`config.mk`:
```
export PLATFORM = sky130hd
export DESIGN_NAME = jt49_div_sched
export DESIGN_NICKNAME = d
export VERILOG_FILES = /design/src/rtl/jt49_pkg.sv /design/src/rtl/jt49_div_step.sv /design/src/rtl/jt49_div_sched.sv
export SDC_FILE = /design/constraint.sdc
export NUM_CORES = 1
export LEC_CHECK = 0
export ABC_AREA = 1
export CORE_MARGIN = 5
export CORE_UTILIZATION = 30
export CTS_CLUSTER_DIAMETER = 30
export DETAILED_ROUTE_END_ITERATION = 8
export HOLD_SLACK_MARGIN = 0.05
export PLACE_DENSITY = 0.47
export RECOVER_POWER = 50
export SLEW_MARGIN = 40
export SYNTH_ARGS = -nofsm -noshare
export SYNTH_HDL_FRONTEND = slang
export SYNTH_SLANG_ARGS = --single-unit
```
`constraint.sdc`:
```
create_clock -name clk -period 5.26 [get_ports clk]
set_input_delay 1.052 -clock clk [delete_from_list [all_inputs] [get_ports clk]]
set_output_delay 1.052 -clock clk [all_outputs]
set_load 0.01 [all_outputs]
```
`src/rtl/jt49_pkg.sv`:
```
// Shared constants for the jt49 divider bank.
// Also holds the value a channel count reloads to after a toggle.
package jt49_pkg;

    localparam int JT49_NCH    = 4;
    localparam int JT49_SLOT_W = 2;
    localparam int JT49_PER_W  = 12;

    // Counts start at one, so period 0 and period 1 both toggle on every service.
    localparam int JT49_COUNT_ONE = 1;

endpackage

```
`src/rtl/jt49_div_step.sv`:
```
// Compare/reload/increment rule for one divider service.
// Kept separate so a future single-channel divider uses the same rule.
module jt49_div_step
    import jt49_pkg::*;
#(
    parameter int W = JT49_PER_W
) (
    input  logic [W-1:0] count,
    input  logic [W-1:0] period,
    output logic [W-1:0] count_nxt,
    output logic         toggle
);

    always_comb begin
        toggle    = (count >= period);
        count_nxt = toggle ? W'(JT49_COUNT_ONE) : count + W'(1);
    end

endmodule

```
`src/rtl/jt49_div_sched.sv`:
```
// Time-multiplexed tone/noise divider bank: one shared compare/increment
// datapath walks the channels, one channel per cen pulse.
module jt49_div_sched
    import jt49_pkg::*;
#(
    parameter int W  = JT49_PER_W,
    parameter int N  = JT49_NCH,
    parameter int AW = JT49_SLOT_W
) (
    input  logic          clk,
    input  logic          rst_n,
    input  logic          cen,
    input  logic          wr,
    input  logic [AW-1:0] wr_addr,
    input  logic [W-1:0]  wr_data,
    input  logic          restart,
    output logic [N-1:0]  div,
    output logic [N-1:0]  tick,
    output logic [AW-1:0] slot
);

    logic [W-1:0]  count_q  [N];
    logic [W-1:0]  count_d  [N];
    logic [W-1:0]  period_q [N];
    logic [W-1:0]  period_d [N];
    logic [N-1:0]  div_q, div_d;
    logic [N-1:0]  tick_q, tick_d;
    logic [AW-1:0] slot_q, slot_d;

    logic [W-1:0]  svc_count;
    logic [W-1:0]  svc_period;
    logic [W-1:0]  svc_count_nxt;
    logic          svc_toggle;

    assign svc_count  = count_q[slot_q];
    assign svc_period = period_q[slot_q];

    jt49_div_step #(.W(W)) u_step (
        .count     (svc_count),
        .period    (svc_period),
        .count_nxt (svc_count_nxt),
        .toggle    (svc_toggle)
    );

    always_comb begin
        count_d  = count_q;
        period_d = period_q;
        div_d    = div_q;
        tick_d   = '0;
        slot_d   = slot_q;

        if (cen) begin
            count_d[slot_q] = svc_count_nxt;
            if (svc_toggle) begin
                div_d[slot_q]  = ~div_q[slot_q];
                tick_d[slot_q] = 1'b1;
            end
            slot_d = slot_q + AW'(1);
        end

        // The service above already used the old period; a restart on the
        // same channel discards its result, including the tick.
        if (wr) begin
            period_d[wr_addr] = wr_data;
            if (restart) begin
                count_d[wr_addr] = W'(JT49_COUNT_ONE);
                div_d[wr_addr]   = 1'b0;
                tick_d[wr_addr]  = 1'b0;
            end
        end
    end

    always_ff @(posedge clk or negedge rst_n) begin
        if (!rst_n) begin
            for (int i = 0; i < N; i++) begin
                count_q[i]  <= W'(JT49_COUNT_ONE);
                period_q[i] <= '0;
            end
            div_q  <= '0;
            tick_q <= '0;
            slot_q <= '0;
        end else begin
            count_q  <= count_d;
            period_q <= period_d;
            div_q    <= div_d;
            tick_q   <= tick_d;
            slot_q   <= slot_d;
        end
    end

    assign div  = div_q;
    assign tick = tick_q;
    assign slot = slot_q;

endmodule

```
Word level (Yosys, flattened, before mapping)
Cells that the tools add are included.
{"block": "word_totals", "output_inout_bits": 10, "in_bits": 19, "regBits": 106, "elab_cells": 66}
{"block": "classes", "order_cmp": 9, "n_mux": 31, "n_bitwise": 9, "reduce_logical": 4, "addsub": 2}
{"op": "$mux W48", "n": 3}
{"op": "$bwmux W48", "n": 2}
{"op": "$mux W12", "n": 7}
{"op": "$bmux W12 S2", "n": 2}
{"op": "$demux W12 S2", "n": 2}
{"op": "$and A44 B44 Y44", "n": 1}
{"op": "$not A44 Y44", "n": 1}
{"op": "$mux W4", "n": 8}
{"op": "$add A12 B1 Y12 const B", "n": 1}
{"op": "$ge A12 B12 Y1", "n": 1}
{"op": "$and A4 B4 Y4", "n": 2}
{"op": "$ge A3 B3 Y1 const B", "n": 2}
{"op": "$lt A2 B3 Y1 const B", "n": 2}
{"op": "$lt A3 B1 Y1 const B", "n": 2}
{"op": "$not A2 Y3", "n": 2}
{"op": "$bwmux W4", "n": 1}
{"op": "$demux W1 S2", "n": 2}
{"op": "$ge A2 B1 Y1 const B", "n": 2}
{"op": "$logic_and A1 B1 Y1", "n": 4}
{"op": "$not A4 Y4", "n": 1}
{"op": "$or A4 B4 Y4", "n": 1}
{"op": "$mux W1", "n": 3}
{"op": "$add A2 B1 Y2 const B", "n": 1}
{"op": "$bmux W1 S2", "n": 1}
{"op": "$not A1 Y1", "n": 1}

Depth between registers and ports, before layout
Gate-level depths: netlist of run 1.
{"block": "logic_depth", "ltp_word": 11, "depth_mapped": 18}

Modules after synthesis
From an unflattened synthesis of run 1, not the netlist that was laid out.
{"block": "hier_totals", "hier_cells": 701, "hier_area_um2": 5539.1}
{"module": "jt49_div_sched", "cells_each": 595, "seq_area_each_um2": 2657.5, "area_each_um2": 4943.5, "instances": 1}
{"module": "jt49_div_step", "cells_each": 106, "seq_area_each_um2": 0.0, "area_each_um2": 595.6, "instances": 1}

Worst setup path after synthesis of run 1
Ideal clock, no wire load.
{"block": "synth_timing", "path_type": "reg2reg", "startpoint": "register slot_q[0], in the netlist slot[0]", "endpoint": "register count_q[41] (netlist name)", "setup_ps": 133, "setup_slack_ps": 2384, "required_ps": 5127, "arrival_time_ps": 2743, "path_buffers": 5, "stages_incl_launch_ff": 18, "path_cell_list": "dfrtp_1 > buf_6 > inv_6 > buf_6 > buf_2 > buf_1 > nand2_1 > a32o_1 > ha_1 > nand2_1 > nor2_1 > and2_1 > nand2_1 > nand4_1 > inv_1 > buf_4 > nand3_1 > a21oi_1"}
{"item": "start: declaration", "line": "jt49_div_sched.sv:28", "text": "logic [AW-1:0] slot_q, slot_d;"}
{"item": "start signal: assignment", "line": "jt49_div_sched.sv:87", "text": "slot_q <= slot_d;"}
{"item": "end signal: indexed assignment", "line": "jt49_div_sched.sv:76", "text": "count_q[i] <= W'(JT49_COUNT_ONE);"}
{"item": "end signal: assignment", "line": "jt49_div_sched.sv:83", "text": "count_q <= count_d;"}
{"item": "end: declaration", "line": "jt49_div_sched.sv:22", "text": "logic [W-1:0] count_q [N];"}

==> flow_summary.ini, run 1 <==
[sta]
finalSetupTns_ns = 0
setup_ws_ns = 1.74
setup_viol = 0
slew_violations = 50
hold_violations = 0
worst_slew_pin_slew_ns = 2.74
max_freq_mhz = 284
min_period_ns = 3.52
fin_skew_ns = 0.0101
fin_hold_ws_ns = 0.484
grt_setup_unrepaired = no
max_slew_margin = -0.825
timing.final.crit_share = 0.670

[worst_setup_path]
reg2regPathDepth = 12
worstReg2RegEnd = count_q[41]
cp-startpoint = slot[0]
start_kind = flop
cp-endpoint = count_q[41]
r2r_start = slot[0]
critPathKind = flop to flop
rrSetupSlack_ns = 1.74
end_kind = flop
worstPathRequired_ns = 5.53
crit_arrival_ns = 3.80
worstPathMaxFanout = 53

[clock_network]
cts_buffers = 9
cts_buffer_depth = 2
h-tree-depth = 3
hold_buffers = 0
root_buffer = clkbuf_16
cts_resized = 0
path_clk_slew_ns = 0.07
clock_sinks = 106
cts_tree = done
post-cts-setup-buffers = 0
clk_latency_ns = 0.36

[placed_design]
portBuffers = 28
place.gp.congestion = 0.807
dp_hpwl_mm = 9.59
dp_worst_setup_slack_ns = 1.75
placedCellCount = 927

[detailed_routing]
dr.pass1.iters = 5
drc = 0
vias = 4664
wl_mm = 15.3
vias_per_cell = 4.95
drtIter0Drc = 300
ant_nets = 0
post_drt_wl_per_cell_um = 16.2

[synth]
synthSimpleGateAreaFrac = 0.219
ys_warn_count = 0
synth_seq_area_share = 0.475
synth_top_area_share = 0.456
synthTopCellsByArea = dfrtp_1 46%, nand2_1 13%, o21ai_0 9.1%
synth.area.mux_share = 0
synthXorXnorAreaFrac = 0.00156
synth_top_area_cell = dfrtp_1
synth_compound_area_frac = 0.185
ys_ff_latch = 106
synth.lib_cells_used.distinct = 35
syn-cell-area_mm2 = 0.00560
synthArstFlopShare = 1.00
synth_nets = 734
synth_common_cells = 200 x nand2_1, 102 x dfrtp_1, 102 x o21ai_0
synth_cells = 698
synth_top_family_by_area = simple AND/OR/NAND/NOR gates
synth_fa_ha_area_frac = 0.0380
ys.flop_type = dfrtp_1
synth_edf_count = 0
avgSynthCellArea_um2 = 8.02
synth.most_common_cell = nand2_1

[power]
ir_drop_mv = 0.196
fin_total_pwr_w = 0.00410
power_leakage_nw = 2.94
powerDensity_mw_per_mm2 = 655

[final_layout]
final_cells = 943
drive_above_1_share = 0.0874
diodes = 0
synthToLayoutAreaGrowth_pct = 11.9
nNetsFinal = 740

[global_route]
grt_max_degree = 59
grt_pass1_vias = 4620
grt_usage = 0.145
grt_overflow = 0
antenna_found_initial = 0
grt_pass1_wl_mm = 24.7

[die]
num_rows = 50
start_util = 0.302
coreArea_mm2 = 0.0185
die_w_um = 147
die_h_um = 147
dieArea_mm2 = 0.0215
ios = 29

[hold_path]
hp-class = flop to flop

[job]
maxCapViolations = 1

[status]
violations = max-capacitance violations, max-slew violations
run_status = finished, violations left
## critical path: stages (launching register included)
cell and delay, ns:
dfrtp_2 0.64, inv_6 0.45, nand2_1 0.09, a32oi_1 0.36, ha_1 0.31, nand2_1 0.10, nor2_1 0.07, and2_1 0.14
nand2_1 0.06, nand4_1 0.25, inv_1 0.46, nand3_1 0.27, a21oi_1 0.19
## state kept, by name (all words and copies together), names as in the netlist
| signal | flops |
|---|---|
| count_q | 48 |
| div | 4 |
| period_q | 48 |
| slot | 2 |
| tick | 4 |
## stage by stage
stage | instance area [µm²] | utilization
after CTS | 6270 | 0.339
after detailed placement | 5990 | 0.323
after global placement | 5990 | 0.323
after floorplan | 5600 | -
after global routing | 6270 | 0.338
final | 6270 | 0.338
## placed cells by master (no fill, tap or decap), types with 2 or more instances in the layout
cell type,count
o211ai_1,4
a32o_1,11
nor2_4,2
clkdlybuf4s50_1,25
o21ai_0,102
inv_1,52
dlygate4sd3_1,2
inv_2,5
inv_6,2
nand2_1,199
nor2_2,3
dfstp_2,4
nor2_1,27
nand3_2,6
clkbuf_16,9
dfrtp_1,101
buf_4,3
o21ai_1,2
clkinv_4,2
nand3_1,29
a21oi_1,65
ha_1,17
clkbuf_1,4
nand2_2,17
## power breakdown
part / total (W) / internal, W / switching [W]
combinational: 0.00216 / 0.000724 / 0.00144
clock: 0.000653 / 0.000337 / 0.000316
sequential: 0.00129 / 0.00111 / 0.000182
## cell type report
| class | count | area (µm²) |
|---|---|---|
| fill | 1973 | 12300 |
| clock buffer | 11 | 243 |
| inverter | 59 | 229 |
| timing repair buffer | 34 | 315 |
| multi-input combinational | 494 | 2490 |
| sequential | 106 | 2660 |
| tap | 234 | 293 |
| clock inverter | 5 | 38.8 |
## routing by layer
layer	GRT usage	vias up	wire length, µm	part of all wire
met2	0.244	97	7310	0.48
met5	0	-	0	0
met4	0.0527	0	388	0.025
met3	0.0301	27	586	0.038
met1	0.185	2240	7020	0.46
li1	-	2300	-	-
## cells by family (layout without fill, tap and decap cells)
kind of cell    count (synthesis)  count (layout)
buf+inv                        98             109
flops                         106             106
simple gates                  286             286
fa+ha+maj                      17              17
compound gates                190             190
xor+xnor                        1               1
## how the worst min path moves through the flow
stage                      start           end  slack (ns)  cells after the start
global route        period_q[24]  period_q[24]        0.51                      2
finish              period_q[12]  period_q[12]        0.48                      2
floorplan           period_q[12]  period_q[12]        0.45                      2
global placement    period_q[12]  period_q[12]        0.46                      2
CTS                 period_q[12]  period_q[12]        0.49                      2
detailed placement  period_q[12]  period_q[12]        0.47                      2
Note: power is estimated with default switching activity, not from simulation.
==> run 2, diff against run 1 <==
--- a/config.mk
+++ b/config.mk
@@ -11,7 +11,7 @@
 export CTS_CLUSTER_DIAMETER = 30
 export DETAILED_ROUTE_END_ITERATION = 8
 export HOLD_SLACK_MARGIN = 0.05
-export PLACE_DENSITY = 0.47
+export PLACE_DENSITY = 0.48
 export RECOVER_POWER = 50
 export SLEW_MARGIN = 40
 export SYNTH_ARGS = -nofsm -noshare
==> constraint.sdc (replaced) <==
create_clock -name clk -period 3.15 [get_ports clk]
set_input_delay 0.63 -clock clk [delete_from_list [all_inputs] [get_ports clk]]
set_output_delay 0.63 -clock clk [all_outputs]
set_load 0.01 [all_outputs]
==> run 2 against run 1 <==
The flow still finishes with violations (max-capacitance violations, max-slew violations); fmax is 29% higher; cell area is 1.6% higher; via count is 0.86% lower; power is 71% higher; largest power group unchanged.
==> flow_summary.ini, run 2 (same netlist as run 1, synthesis figures left out) <==
[global_route]
grt_max_degree = 72
antenna_found_initial = 0
grt_overflow = 0
grt_pass1_vias = 4622
grt_usage = 0.145
grt_pass1_wl_mm = 24.8

[worst_setup_path]
start_kind = flop
crit_arrival_ns = 2.95
critPathKind = flop to flop
end_kind = flop
rrSetupSlack_ns = 0.42
worstPathRequired_ns = 3.37
worstPathMaxFanout = 26

[die]
dieArea_mm2 = 0.0215
coreArea_mm2 = 0.0185
die_w_um = 147
start_util = 0.302
die_h_um = 147
num_rows = 50
ios = 29

[job]
maxCapViolations = 1

[sta]
worst_slew_pin_slew_ns = 1.96
slew_violations = 36
max_slew_margin = -0.305
min_period_ns = 2.73
grt_setup_unrepaired = no
timing.final.crit_share = 0.867
max_freq_mhz = 366
fin_skew_ns = 0.0121
setup_ws_ns = 0.420
setup_viol = 0
hold_violations = 0
finalSetupTns_ns = 0

[clock_network]
root_buffer = clkbuf_16
path_clk_slew_ns = 0.07
cts_buffer_depth = 2
clk_latency_ns = 0.36
hold_buffers = 0
cts_buffers = 9
clock_sinks = 106
cts_tree = done
h-tree-depth = 3

[status]
run_status = finished, violations left
violations = max-capacitance violations, max-slew violations

[detailed_routing]
ant_nets = 0
drc = 0
vias_per_cell = 4.85
dr.pass1.iters = 5
drtIter0Drc = 337
post_drt_wl_per_cell_um = 15.6
vias = 4624
wl_mm = 14.9

[final_layout]
layout_common_cells = 200 x nand2_1, 102 x o21ai_0, 101 x dfrtp_1, 65 x a21oi_1, 51 x inv_1
final_common_cell = nand2_1
nNetsFinal = 751
nFillCells = 1950
diodes = 0
drive_above_1_share = 0.103
synthToLayoutAreaGrowth_pct = 13.7
biggestRegsByFlops = count_q: 48 flops, period_q: 48 flops

[power]
power_leakage_nw = 3.00
ir_drop_mv = 0.384
powerDensity_mw_per_mm2 = 1110

[placed_design]
place.gp.congestion = 0.792
dp_hpwl_mm = 10.1
dp_worst_setup_slack_ns = 0.275
portBuffers = 28

[hold_path]
hp-class = flop to flop
==> run 2: final cells by class <==
type	count	area (µm²)	area share
Clock buffer	10	229	0.0360
Clock inverter	6	55.1	0.00865
Inverter	59	233	0.0366
Multi-Input combinational cell	494	2490	0.391
Sequential cell	106	2660	0.418
Tap cell	234	293	0.0460
Timing Repair Buffer	45	410	0.0645
==> run 2: timing repair <==
item	CTS	global route
setup endpoints to repair	0	11
resized for setup	0	1
buffers inserted	0	2
==> run 2: per-layer routing <==
metal  global-route usage  vias up  wire [µm]
met5                    0        -          0
met4               0.0437        0        250
met3               0.0304       19        565
met2                0.239       96       7130
met1                0.191     2183       6910
li1                     -     2326          -
==> run 2: metrics by stage <==
stage          cells  hold slack (ns)  total power, W   util  instance area, µm²
6_report         954            0.488         0.00703  0.344                6360
5_1_grt          954            0.508         0.00774  0.344                6360
4_1_cts          952            0.235         0.00702  0.343                6350
3_5_place_dp     936            0.474         0.00588  0.328                6070
3_3_place_gp     936            0.465         0.00581  0.328                6070
2_1_floorplan    698            0.334         0.00489      -                5600
==> run 2: path summary, 6_finish.rpt <==
| path | from | endpoint | cells after the start |
|---|---|---|---|
| max | slot[1] | count_q[4] | 14 |
| min | period_q[44] | period_q[44] | 2 |
| max reg2reg | slot[1] | count_q[4] | 14 |
| min reg2reg | period_q[44] | period_q[44] | 2 |
| max in group asynchronous | rst_n | count_q[36] | 2 |
| min in group asynchronous | rst_n | tick[1] | 1 |
==> run 2: worst max-delay path, cell delays in order, from the launching register on <==
cell        delay (ns)
dfrtp_1           0.41
inv_4             0.24
buf_4             0.26
a21oi_1           0.06
a32o_1            0.23
ha_1              0.29
nand2_1           0.07
nor2_1            0.16
and2_1            0.15
nand2_1           0.05
nand4_1           0.14
clkinvlp_4        0.12
buf_4             0.16
nand3_1           0.15
a21oi_1           0.09
==> run 2: where the power goes <==
group / total, W / internal [W] / switching [W]
clock network: 0.00110 / 0.000555 / 0.000549
registers: 0.00211 / 0.00185 / 0.000261
logic: 0.00382 / 0.00136 / 0.00246
==> run 3, diff against run 2 <==
--- a/config.mk
+++ b/config.mk
@@ -10,7 +10,9 @@
 export CORE_UTILIZATION = 30
 export CTS_CLUSTER_DIAMETER = 30
 export DETAILED_ROUTE_END_ITERATION = 8
+export GPL_ROUTABILITY_DRIVEN = 1
 export HOLD_SLACK_MARGIN = 0.05
+export MAX_ROUTING_LAYER = met4
 export PLACE_DENSITY = 0.48
 export RECOVER_POWER = 50
 export SLEW_MARGIN = 40
==> run 3 against run 2 <==
The run still ends with max-capacitance violations, max-slew violations left; register-to-register slack is essentially flat; clock skew shrank 0.00091 ns; fmax shrank 0.11%; sequential power is essentially flat; combinational power is essentially flat; count of clock-buffer cells in the layout is the same; flip-flop and latch count is the same; core utilization is the same; power is essentially flat; critical path type unchanged; largest power group unchanged.
==> flow_summary.ini, run 3 (same netlist as run 1, synthesis figures left out) <==
[status]
run_status = finished, violations left
violations = max-capacitance violations, max-slew violations

[job]
maxCapViolations = 1

[final_layout]
layout_common_cells = 200 x nand2_1, 102 x o21ai_0, 101 x dfrtp_1, 65 x a21oi_1, 51 x inv_1
diodes = 0
nFillCells = 1950
fin_area_mm2 = 0.00636
biggestRegsByFlops = count_q: 48 flops, period_q: 48 flops
final_common_cell = nand2_1
nNetsFinal = 751
synthToLayoutAreaGrowth_pct = 13.7
drive_above_1_share = 0.103

[clock_network]
h-tree-depth = 3
cts_tree = done
cts_buffers = 9
root_buffer = clkbuf_16
path_clk_slew_ns = 0.07
cts_buffer_depth = 2
clk_latency_ns = 0.36
clock_sinks = 106

[worst_setup_path]
end_kind = flop
path_cells = inv_4 -> buf_4 -> a21oi_1 -> a32o_1 -> ha_1 -> nand2_1 -> nor2_1 -> and2_1 -> nand2_1 -> nand4_1 -> clkinvlp_4 -> buf_4 -> nand3_1 -> a21oi_1
worstPathRequired_ns = 3.37
crit_slowest_cell = dfrtp_1
crit_arrival_ns = 2.95
slowest_delay_ns = 0.41
crit_buf_inv = 4
start_kind = flop
critPathKind = flop to flop
cp_top_family = buffers and inverters
worstPathMaxFanout = 26

[sta]
max_freq_mhz = 366
slew_violations = 36
max_slew_margin = -0.307
setup_viol = 0
fin_hold_ws_ns = 0.489
fin_skew_ns = 0.0111
min_period_ns = 2.73
setup_ws_ns = 0.417
grt_setup_unrepaired = no
worst_slew_pin_slew_ns = 1.96
hold_violations = 0
timing.final.crit_share = 0.868
finalSetupTns_ns = 0

[placed_design]
dp_hpwl_mm = 10.1
place.gp.congestion = 0.803
dp_worst_setup_slack_ns = 0.275
dpl_cell_area_mm2 = 0.00607
portBuffers = 28

[global_route]
grt_usage = 0.149
grt_overflow = 0
grt_max_degree = 72
grt_pass1_wl_mm = 24.8
grt_pass1_vias = 4629
antenna_found_initial = 0

[detailed_routing]
vias_per_cell = 4.86
wl_mm = 14.8
drtIter0Drc = 364
drc = 0
post_drt_wl_per_cell_um = 15.5
ant_nets = 0
dr.pass1.iters = 5
vias = 4639

[die]
coreArea_mm2 = 0.0185
num_rows = 50
start_util = 0.302
dieArea_mm2 = 0.0215
die_w_um = 147
ios = 29
die_h_um = 147

[power]
powerDensity_mw_per_mm2 = 1110
fin_total_pwr_w = 0.00704
power_leakage_nw = 3.00
ir_drop_mv = 0.389

[hold_path]
hp-class = flop to flop
run 3: cell counts in the layout (fill, tap and decap cells not counted):
No cell type changed its count.
run 3: stage by stage:
stage	instances	utilization
2_1_floorplan	698	-
3_3_place_gp	936	0.328
3_5_place_dp	936	0.328
4_1_cts	952	0.343
5_1_grt	954	0.344
6_report	954	0.344
run 3: path summary, 6_finish.rpt:
kind / startpoint / to / slack [ns] / cells past startpoint
max in group asynchronous: rst_n / count_q[24] / 1.13 / 2
worst min-delay path: period_q[44] / period_q[44] / 0.49 / 2
min in group asynchronous: rst_n / tick[1] / 0.81 / 1
worst max register to register: slot[1] / count_q[4] / 0.42 / 14
worst min register to register: period_q[44] / period_q[44] / 0.49 / 2
worst max-delay path: slot[1] / count_q[4] / 0.42 / 14
run 3: cell type report:
type / instances / area [µm²] / share of cell area
clock buffers: 10 / 229 / 0.0360
clock inverters: 6 / 55.1 / 0.00865
inverters: 59 / 233 / 0.0366
multi-input cells: 494 / 2490 / 0.391
flip-flops and latches: 106 / 2660 / 0.418
well taps: 234 / 293 / 0.0460
repair buffers: 45 / 410 / 0.0645
run 3: where the power goes:
part	internal, W	total [W]	switching, W
Combinational	0.00136	0.00382	0.00246
Clock	0.000554	0.00111	0.000552
Sequential	0.00185	0.00211	0.000260
Total	0.00376	0.00704	0.00327
run 3: layer usage:
layer | share of wire | wire length (µm) | global-route usage
met5 | 0 | 0 | -
met4 | 0.015 | 224 | 0.0381
met3 | 0.039 | 573 | 0.0332
met2 | 0.48 | 7130 | 0.239
met1 | 0.47 | 6900 | 0.191
run 3: worst register-to-register path, stage by stage, from the launching register on:
cell	delay, ns
dfrtp_1	0.41
inv_4	0.24
buf_4	0.26
a21oi_1	0.07
a32o_1	0.23
ha_1	0.29
nand2_1	0.07
nor2_1	0.16
and2_1	0.15
nand2_1	0.05
nand4_1	0.14
clkinvlp_4	0.12
buf_4	0.16
nand3_1	0.16
a21oi_1	0.10
run 3: timing repair:
action,in CTS,in global routing
gates resized for setup,0,1
endpoints found under the setup margin,0,11
buffers inserted,0,2
hold buffers,0,0
